[src/rtl/cl_cfg_mailbox_slv.sv]
// cl_cfg_mailbox_slv: cfg-bus responder for one 256B slot.
// Provides ID/scratch/cycle registers and two mailbox FIFOs (H2F, F2H)
// with sticky overflow/underflow flags. Every request gets a one-cycle ack.
module cl_cfg_mailbox_slv #(
  parameter logic [31:0] ID_VALUE   = 32'h4D42_0001,
  parameter int          FIFO_DEPTH = 16
) (
  input  logic        clk,
  input  logic        sync_rst,
  input  logic [31:0] cfg_addr,
  input  logic [31:0] cfg_wdata,
  input  logic        cfg_wr,
  input  logic        cfg_rd,
  output logic        cfg_ack,
  output logic [31:0] cfg_rdata,
  output logic [31:0] h2f_data_o,
  output logic        h2f_v_o,
  input  logic        h2f_yumi_i,
  input  logic [31:0] f2h_data_i,
  input  logic        f2h_v_i,
  output logic        f2h_ready_o
);

  localparam int PW = $clog2(FIFO_DEPTH);
  localparam int CW = PW + 1;
  localparam logic [CW-1:0] FULL_CNT = CW'(FIFO_DEPTH);

  // Index 0 is H2F (host pushes, fabric pops), index 1 is F2H.
  logic [1:0]    fifo_push;
  logic [1:0]    fifo_pop;
  logic [31:0]   fifo_wdata [2];
  logic [31:0]   fifo_head  [2];
  logic [CW-1:0] fifo_cnt   [2];

  logic          ack_reg;
  logic [31:0]   rdata_reg;
  logic [31:0]   scratch_reg;
  logic [31:0]   cycle_reg;
  logic          ovf_reg, ovf_next;
  logic          unf_reg, unf_next;

  logic [5:0]    reg_idx;
  logic          host_wr, host_rd;
  logic          h2f_full, f2h_full, f2h_empty;
  logic          h2f_push_req, f2h_pop_req;
  logic          ovf_err, unf_err;
  logic          clr_wr;
  logic [31:0]   rd_mux;
  logic [31:0]   status_word;
  logic          unused_addr_bits;

  assign reg_idx          = cfg_addr[7:2];
  assign unused_addr_bits = ^{cfg_addr[31:8], cfg_addr[1:0]};

  // A simultaneous wr+rd is a write; the read side is suppressed entirely.
  assign host_wr = cfg_wr;
  assign host_rd = cfg_rd & ~cfg_wr;

  // Full/empty use the registered counts, so same-cycle activity on the
  // other side never rescues a push to a full or a pop of an empty FIFO.
  assign h2f_full  = (fifo_cnt[0] == FULL_CNT);
  assign f2h_full  = (fifo_cnt[1] == FULL_CNT);
  assign f2h_empty = (fifo_cnt[1] == '0);

  assign h2f_push_req = host_wr && (reg_idx == 6'd2);
  assign f2h_pop_req  = host_rd && (reg_idx == 6'd3);
  assign clr_wr       = host_wr && (reg_idx == 6'd5);

  assign ovf_err = h2f_push_req & h2f_full;
  assign unf_err = f2h_pop_req & f2h_empty;

  assign fifo_push[0]  = h2f_push_req & ~h2f_full;
  assign fifo_pop[0]   = h2f_yumi_i & (fifo_cnt[0] != '0);
  assign fifo_wdata[0] = cfg_wdata;
  assign fifo_push[1]  = f2h_v_i & ~f2h_full;
  assign fifo_pop[1]   = f2h_pop_req & ~f2h_empty;
  assign fifo_wdata[1] = f2h_data_i;

  // Two identical circular-buffer FIFOs with first-word-fall-through heads.
  genvar gi;
  generate
    for (gi = 0; gi < 2; gi++) begin : g_fifo
      logic [31:0]   mem [FIFO_DEPTH];
      logic [PW-1:0] wr_ptr_reg, rd_ptr_reg;
      logic [CW-1:0] count_reg, count_next;

      // Storage write; no reset so it maps onto plain memory.
      always_ff @(posedge clk) begin
        if (fifo_push[gi]) mem[wr_ptr_reg] <= fifo_wdata[gi];
      end

      // Next count: a push and pop together leave it unchanged.
      always_comb begin
        count_next = count_reg;
        if (fifo_push[gi] && !fifo_pop[gi]) count_next = count_reg + CW'(1);
        else if (!fifo_push[gi] && fifo_pop[gi]) count_next = count_reg - CW'(1);
      end

      // Pointers wrap naturally since the depth is a power of two.
      always_ff @(posedge clk) begin
        if (sync_rst) begin
          wr_ptr_reg <= '0;
          rd_ptr_reg <= '0;
          count_reg  <= '0;
        end else begin
          if (fifo_push[gi]) wr_ptr_reg <= wr_ptr_reg + PW'(1);
          if (fifo_pop[gi])  rd_ptr_reg <= rd_ptr_reg + PW'(1);
          count_reg <= count_next;
        end
      end

      assign fifo_head[gi] = mem[rd_ptr_reg];
      assign fifo_cnt[gi]  = count_reg;
    end
  endgenerate

  assign status_word = {8'h00, 8'(fifo_cnt[1]), 8'(fifo_cnt[0]),
                        4'h0, unf_reg, ovf_reg, f2h_empty, h2f_full};

  // Read data as seen at the request cycle.
  always_comb begin
    rd_mux = 32'hDEAD_BEEF;
    case (reg_idx)
      6'd0:    rd_mux = ID_VALUE;
      6'd1:    rd_mux = scratch_reg;
      6'd2:    rd_mux = 32'h0;
      6'd3:    rd_mux = f2h_empty ? 32'h0 : fifo_head[1];
      6'd4:    rd_mux = status_word;
      6'd5:    rd_mux = 32'h0;
      6'd6:    rd_mux = cycle_reg;
      default: rd_mux = 32'hDEAD_BEEF;
    endcase
  end

  // Sticky flags: a new error wins over a same-cycle W1C clear.
  always_comb begin
    ovf_next = (ovf_reg & ~(clr_wr & cfg_wdata[2])) | ovf_err;
    unf_next = (unf_reg & ~(clr_wr & cfg_wdata[3])) | unf_err;
  end

  // Register file, ack/rdata pipeline and free-running counter.
  always_ff @(posedge clk) begin
    if (sync_rst) begin
      ack_reg     <= 1'b0;
      rdata_reg   <= 32'h0;
      scratch_reg <= 32'h0;
      cycle_reg   <= 32'h0;
      ovf_reg     <= 1'b0;
      unf_reg     <= 1'b0;
    end else begin
      ack_reg   <= host_wr | host_rd;
      cycle_reg <= cycle_reg + 32'd1;
      ovf_reg   <= ovf_next;
      unf_reg   <= unf_next;
      if (host_wr | host_rd) rdata_reg <= host_wr ? 32'h0 : rd_mux;
      if (host_wr && (reg_idx == 6'd1)) scratch_reg <= cfg_wdata;
    end
  end

  // Reset raised while an ack is due suppresses it immediately.
  assign cfg_ack     = ack_reg & ~sync_rst;
  assign cfg_rdata   = rdata_reg;
  assign h2f_data_o  = fifo_head[0];
  assign h2f_v_o     = (fifo_cnt[0] != '0);
  assign f2h_ready_o = ~f2h_full;

endmodule

[config.mk]
export PLATFORM = sky130hd
export DESIGN_NAME = cl_cfg_mailbox_slv
export DESIGN_NICKNAME = d
export VERILOG_FILES = /design/src/rtl/cl_cfg_mailbox_slv.sv
export SDC_FILE = /design/constraint.sdc
export NUM_CORES = 1
export LEC_CHECK = 0
export ABC_CLOCK_PERIOD_IN_PS = 6670
export BUFFER_PORTS_ARGS = -buffer_cell sky130_fd_sc_hd__buf_2
export CAP_MARGIN = 20
export CORE_ASPECT_RATIO = 1.5
export CORE_MARGIN = 4
export CORE_UTILIZATION = 44
export CTS_CLUSTER_DIAMETER = 60
export DETAILED_ROUTE_END_ITERATION = 7
export GPL_TIMING_DRIVEN = 0
export MAX_ROUTING_LAYER = met4
export PLACE_DENSITY = 0.58
export SYNTH_ARGS = -nofsm -noshare
export SYNTH_HDL_FRONTEND = slang
export SYNTH_SLANG_ARGS = --single-unit
[constraint.sdc]
create_clock -name clk -period 6.67 [get_ports clk]
set_input_delay 1.0005 -clock clk [delete_from_list [all_inputs] [get_ports clk]]
set_output_delay 1.0005 -clock clk [all_outputs]
set_load 0.005 [all_outputs]
* After elaboration in Yosys (flattened, before gate mapping)
Memories as Yosys holds them, arrays and structs flattened. A register that Yosys moved wholly into a read port is not among the register bits.
Cells that the tools add are included.
** Word-level totals
- Output and inout bits :: 67
- Memories :: 2
- Bits in writable memories :: 1024
- Logic and storage cells :: 86
- Register bits :: 125
- Input bits :: 102
** Operators by class
- $add $sub $neg :: 9
- Reductions and logical operators :: 18
- Equality and inequality tests :: 8
- Multiplexer cells :: 15
- Bitwise logic cells :: 22
** Memory list
- g_fifo[0].mem :: words 16, bits a word 32, rd ports 1, clocked after Yosys merged registers in 1, write ports 1, line 83 : logic [31:0] mem [FIFO_DEPTH];
- g_fifo[1].mem :: words 16, bits a word 32, rd ports 1, clocked after Yosys merged registers in 1, write ports 1, line 83
** Operator list (count)
- $pmux 32 s6 :: 1
- $mux 32 :: 2
- $add 32x1->32 const B :: 1
- $mux 5 :: 4
- $eq 6x3->1 const B :: 3
- $add 4x1->4 const B :: 4
- $mux 4 :: 4
- $and 1x1->1 :: 12
- $eq 6x2->1 const B :: 2
- $add 5x1->5 const B :: 2
- $eq 5x5->1 const B :: 2
- $sub 5x1->5 const B :: 2
- $logic_and 1x1->1 :: 8
- $not 1->1 :: 7
- $eq 6x1->1 const B :: 1
- $logic_not 6->1 :: 1
- $logic_not 5->1 :: 1
- $reduce_bool 5->1 :: 1
- $logic_not 1->1 :: 4
- $mux 1 :: 4
- $reduce_bool 2->1 :: 2
- $or 1x1->1 :: 3
- $reduce_or 2->1 :: 1

* Logic depth before layout (Yosys ltp)
- Depth after elaboration :: 7
- Gate-level depth with buffers :: 12
- Mapped depth without buffers :: 11

* Worst setup path after synthesis
Ideal clock, no wire load.
- Kind :: in2reg
- From :: input cfg_addr[5]
- To :: memory g_fifo[0].mem[3][0] (enable)
- Setup time :: 461 ps
- Path slack :: 1699 ps
- Stages on the path :: 5
- Path buffers :: 1
- Required time :: 6209 ps
- Arrival time :: 4510 ps
- Cells stage by stage :: or4_1 buf_2 a211oi_2 nand2_1 nor3_1
** On the way
- Longest elaborated chain between the ends :: 5
** RTL lines
- from (decl) :: line 10 : input logic [31:0] cfg_addr,
- $eq 6x2->1 :: line 65 : assign h2f_push_req = host_wr && (reg_idx == 6'd2);
- $logic_and 1x1->1 :: line 65
- $and 1x1->1 :: line 72 : assign fifo_push[0] = h2f_push_req & ~h2f_full;
- via fifo_push[0] :: line 29 : logic [1:0] fifo_push;
- $mux 1 :: line 89 : if (fifo_push[gi]) mem[wr_ptr_reg] <= fifo_wdata[gi];
- $mux 1 (not written as such) :: line 89
- to (decl) :: line 83
The timed path passes the listed nets, and every way through them passes these cells.

==> Implementation_results.wiki <==
{| class="wikitable"
! Metric !! Value
|-
| Flip-flop count of the largest register, all copies and words added || 1024
|-
| Final GP Congestion || 0.918
|-
| Number of enable-type register cells in the synthesized netlist || 1024
|-
| DR vias || 23.5k
|-
| Count of input and output buffers || 141
|-
| Critical Path RT || 5.67 ns
|-
| Clock transition at the registers of the reported paths || 0.07 ns
|-
| Slew at the pin with the worst max-slew slack || 1.12 ns
|-
| Cell type with the highest aggregate area in the netlist || edfxtp_1
|-
| All-Layer GR Usage || 23.7%
|-
| Main area contributors after synthesis || edfxtp_1, mux4_2, dfxtp_1
|-
| CP arrival || 3.69 ns
|-
| Wire length of the first global-routing pass || 176000 um
|-
| Endpoints failing setup || 0
|-
| Gate count of the mapped netlist || 2343
|-
| Largest vdd supply drop || 0.000218 V
|-
| Part of the Yosys area used for sequential elements || 74.6%
|-
| Mux contribution to synthesized area || 15.0%
|-
| Post-Synth Simple-Gate Area || 3.67%
|-
| Worst-path maximum fanout || 10
|-
| H-tree lvl count || 3
|-
| Pin count of the biggest net entering global routing || 26
|-
| Combinational share of power || 11.8%
|-
| Async S/R FF share, synth || 0%
|-
| Average size of a mapped cell || 19.1 um^2
|-
| Post-synthesis cell type count || 54
|-
| Adder-Cell Fraction of Synth Area || 0.620%
|-
| Share of total power in the clock network || 37.9%
|-
| Predominant post-synthesis flop cell || edfxtp_1
|-
| Startpoint class of the critical path || flip-flop
|-
| Post-cts sizing count || 0
|-
| Number of top-level design ports || 169
|-
| Routed WL || 123000 um
|-
| Floorplan die area || 107000 um^2
|-
| Remaining global-route overflow || 0
|-
| Maxcap violations || 0
|-
| Final setup margin || 1.98 ns
|-
| Antenna violation net count after detailed routing || 0
|-
| Worst Reg2Reg Path Length in Cells || 7
|-
| Cts bufs inserted || 105
|-
| Total setup buffers inserted after CTS || 0
|-
| Layout Nets || 2784
|-
| Cell area after placement || 48300 um^2
|-
| Hold_buf cts || 0
|-
| Maximum clock frequency || 213 MHz
|-
| Crit Path Category || flip-flop to primary output
|-
| Number of antenna violations at the first check in global routing || 9
|-
| Horiz. Die Dim || 269 um
|-
| Post-synth net total || 2466
|-
| Final HPWL from detailed placement || 87200 um
|-
| Layout cells sized above 1 || 26.1%
|-
| Number of core rows || 143
|-
| Initial Utilization || 44.3%
|-
| TritonRoute pass-1 iters || 5
|-
| Total design power || 16.1 mW
|-
| Total power density per cell area || 309 nW/um^2
|-
| Synth top area share || 68.6%
|-
| XOR/XNOR share of the synthesized area || 0.899%
|-
| Clock tree from TritonCTS || done
|-
| Int Pwr || 12.3 mW
|-
| Area delta synth->final || 15.9%
|-
| Type of the tightest min-delay check || flip-flop to flip-flop
|-
| Biggest register || g_fifo.mem
|-
| Leakage Power || 16.1 nW
|-
| Buffers from clock root to sink, at most || 3
|-
| Count of final hold-check violations || 0
|-
| Setup repair after global routing missed its margin || no
|-
| Combinational family with the most area after synthesis || multiplexers
|-
| Max-slew violation count || 0
|-
| Design Area, Final || 51900 um^2
|-
| Total standard cell area after synthesis || 44800 um^2
|-
| Number of instances on the worst hold path || 2
|-
| Number of flip-flops and latches in the synthesized netlist || 1157
|-
| Seq pwr share || 50.3%
|-
| Switching Share || 23.6%
|-
| Area inside the core boundary || 101000 um^2
|-
| Endpoint kind of the worst setup timing path || primary output
|-
| Net Switching || 3.79 mW
|-
| Worst max-slew margin expressed relative to the limit || 25.2%
|-
| Number of warnings issued by yosys || 0
|-
| Share of the clock period used by the worst path after layout || 70.4%
|-
| Post-synthesis compound-gate area fraction || 3.86%
|-
| Skew-Pair Late Insertion Delay || 0.70 ns
|-
| Post-route DRC violation count || 0
|-
| Post-route clock skew || 0.0196 ns
|-
| Die boundary height || 399 um
|-
| Num Clock Sinks || 1157
|-
| Outcome || finished clean
|-
| Post-layout minimum cycle time || 4.69 ns
|-
| Number of design-rule violations left by the first detailed-router iteration || 2225
|-
| Mean routed wirelength per cell || 30.3 um
|-
| DP Worst Slack || 2.15 ns
|-
| Clk Tree Root Cell || clkbuf_16
|-
| Number of global-route vias before repair || 24.7k
|-
| Vias per inst || 5.78
|}
critical path: stages, from the launching register on:
cell	delay [ns]
dfxtp_1	0.32
clkbuf_1	0.56
buf_1	0.81
mux4_2	0.59
mux4_2	0.54
buf_2	0.16
area by class of cell:
class | instances | area [um^2]
diodes | 8 | 20.0
plain buffers | 135 | 557
clock buffers | 125 | 2810
clock inverters | 73 | 678
fillers | 8174 | 49300
inverters | 15 | 56.3
multi-input cells | 1036 | 11000
flip-flops and latches | 1157 | 33400
well taps | 1305 | 1630
repair buffers | 211 | 1770
cells by family after synthesis:
family | after synthesis
AOI/OAI and AO/OA | 253
DFF | 1157
xor gates and xnor gates | 46
and+or+nand+nor | 352
adders and majority gates | 21
buffers and inverters | 150
muxes | 364
cell usage in the layout, fill, tap and decap left out, types with 23 or more instances in the layout:
master and count:
mux2i_1 94, nor2_1 67, buf_2 167, a21oi_1 67
buf_1 24, clkbuf_1 94, mux4_2 245, edfxtp_1 1024
dfxtp_1 133, clkbuf_16 108, nor2_4 24, nand3_1 23
mux2_2 25, xnor2_1 28, a22oi_1 41, buf_6 31
o21ai_0 42, nand2_1 131
per-layer routing:
layer	vias to the layer above	routed length (um)	track usage, %
met5	-	0	-
met4	0	4050	7.74
met3	197	6440	3.61
met2	721	67100	42.7
met1	12399	45400	27.2
li1	10182	-	-
final timing paths:
check	from	endpoint	slack, ns
setup / recovery	flip-flop	h2f_data_o[3]	1.98
hold / removal	scratch_reg[1]	scratch_reg[1]	0.47
setup reg to reg	flip-flop	cfg_rdata[21]	2.74
hold reg to reg	scratch_reg[1]	scratch_reg[1]	0.47
power by group through the flow:
stage / logic (mW) / clock network (mW) / registers [mW]
6_report: 1.90 / 6.10 / 8.08
3_5_place_dp: 1.89 / 0 / 8.23
2_1_floorplan: 1.18 / 0 / 8.21
4_1_cts: 1.90 / 6.19 / 8.08
5_1_grt: 2.04 / 6.49 / 8.08
3_3_place_gp: 1.78 / 0 / 8.24
cells in the mapped netlist, types with 2 or more instances:
| cell | instances |
|---|---|
| nor3_2 | 2 |
| mux4_2 | 245 |
| fa_1 | 2 |
| buf_2 | 25 |
| o2111ai_1 | 2 |
| and2_1 | 8 |
| and3_1 | 9 |
| a31oi_1 | 16 |
| nand3_1 | 23 |
| a21o_1 | 5 |
| inv_1 | 15 |
| nand2b_1 | 12 |
| ha_1 | 19 |
| edfxtp_1 | 1024 |
| buf_4 | 5 |
| a21oi_1 | 67 |
| dfxtp_1 | 133 |
| or3_1 | 8 |
| nand3b_1 | 2 |
| nor2b_1 | 11 |
| a221o_1 | 15 |
| mux2i_1 | 94 |
| o21ai_0 | 42 |
| or2_2 | 2 |
| or4_1 | 2 |
| mux2_2 | 25 |
| nor3_1 | 16 |
| o211ai_1 | 22 |
| nand2_1 | 131 |
| nand4_1 | 17 |
| o2111a_1 | 2 |
| a222oi_1 | 4 |
| nor2_1 | 91 |
| a22oi_1 | 41 |
| a221oi_1 | 20 |
| xnor2_1 | 28 |
| nor4_1 | 7 |
| buf_1 | 24 |
| xor2_1 | 18 |
| and4_1 | 9 |
| o22ai_1 | 4 |
| clkbuf_1 | 81 |
| a22o_1 | 4 |
stage by stage:
step / TNS (ns) / cells / util [%] / hold WS [ns]
floorplan: 0 / 2343 / - / 0.426
global placement: -420.14 / 3789 / 46.6 / 0.444
detailed placement: 0 / 3852 / 47.7 / 0.447
CTS: 0 / 4050 / 51.2 / 0.466
global route: 0 / 4063 / 51.3 / 0.476
finish: 0 / 4065 / 51.3 / 0.468
(Power assumes the default switching activity.)
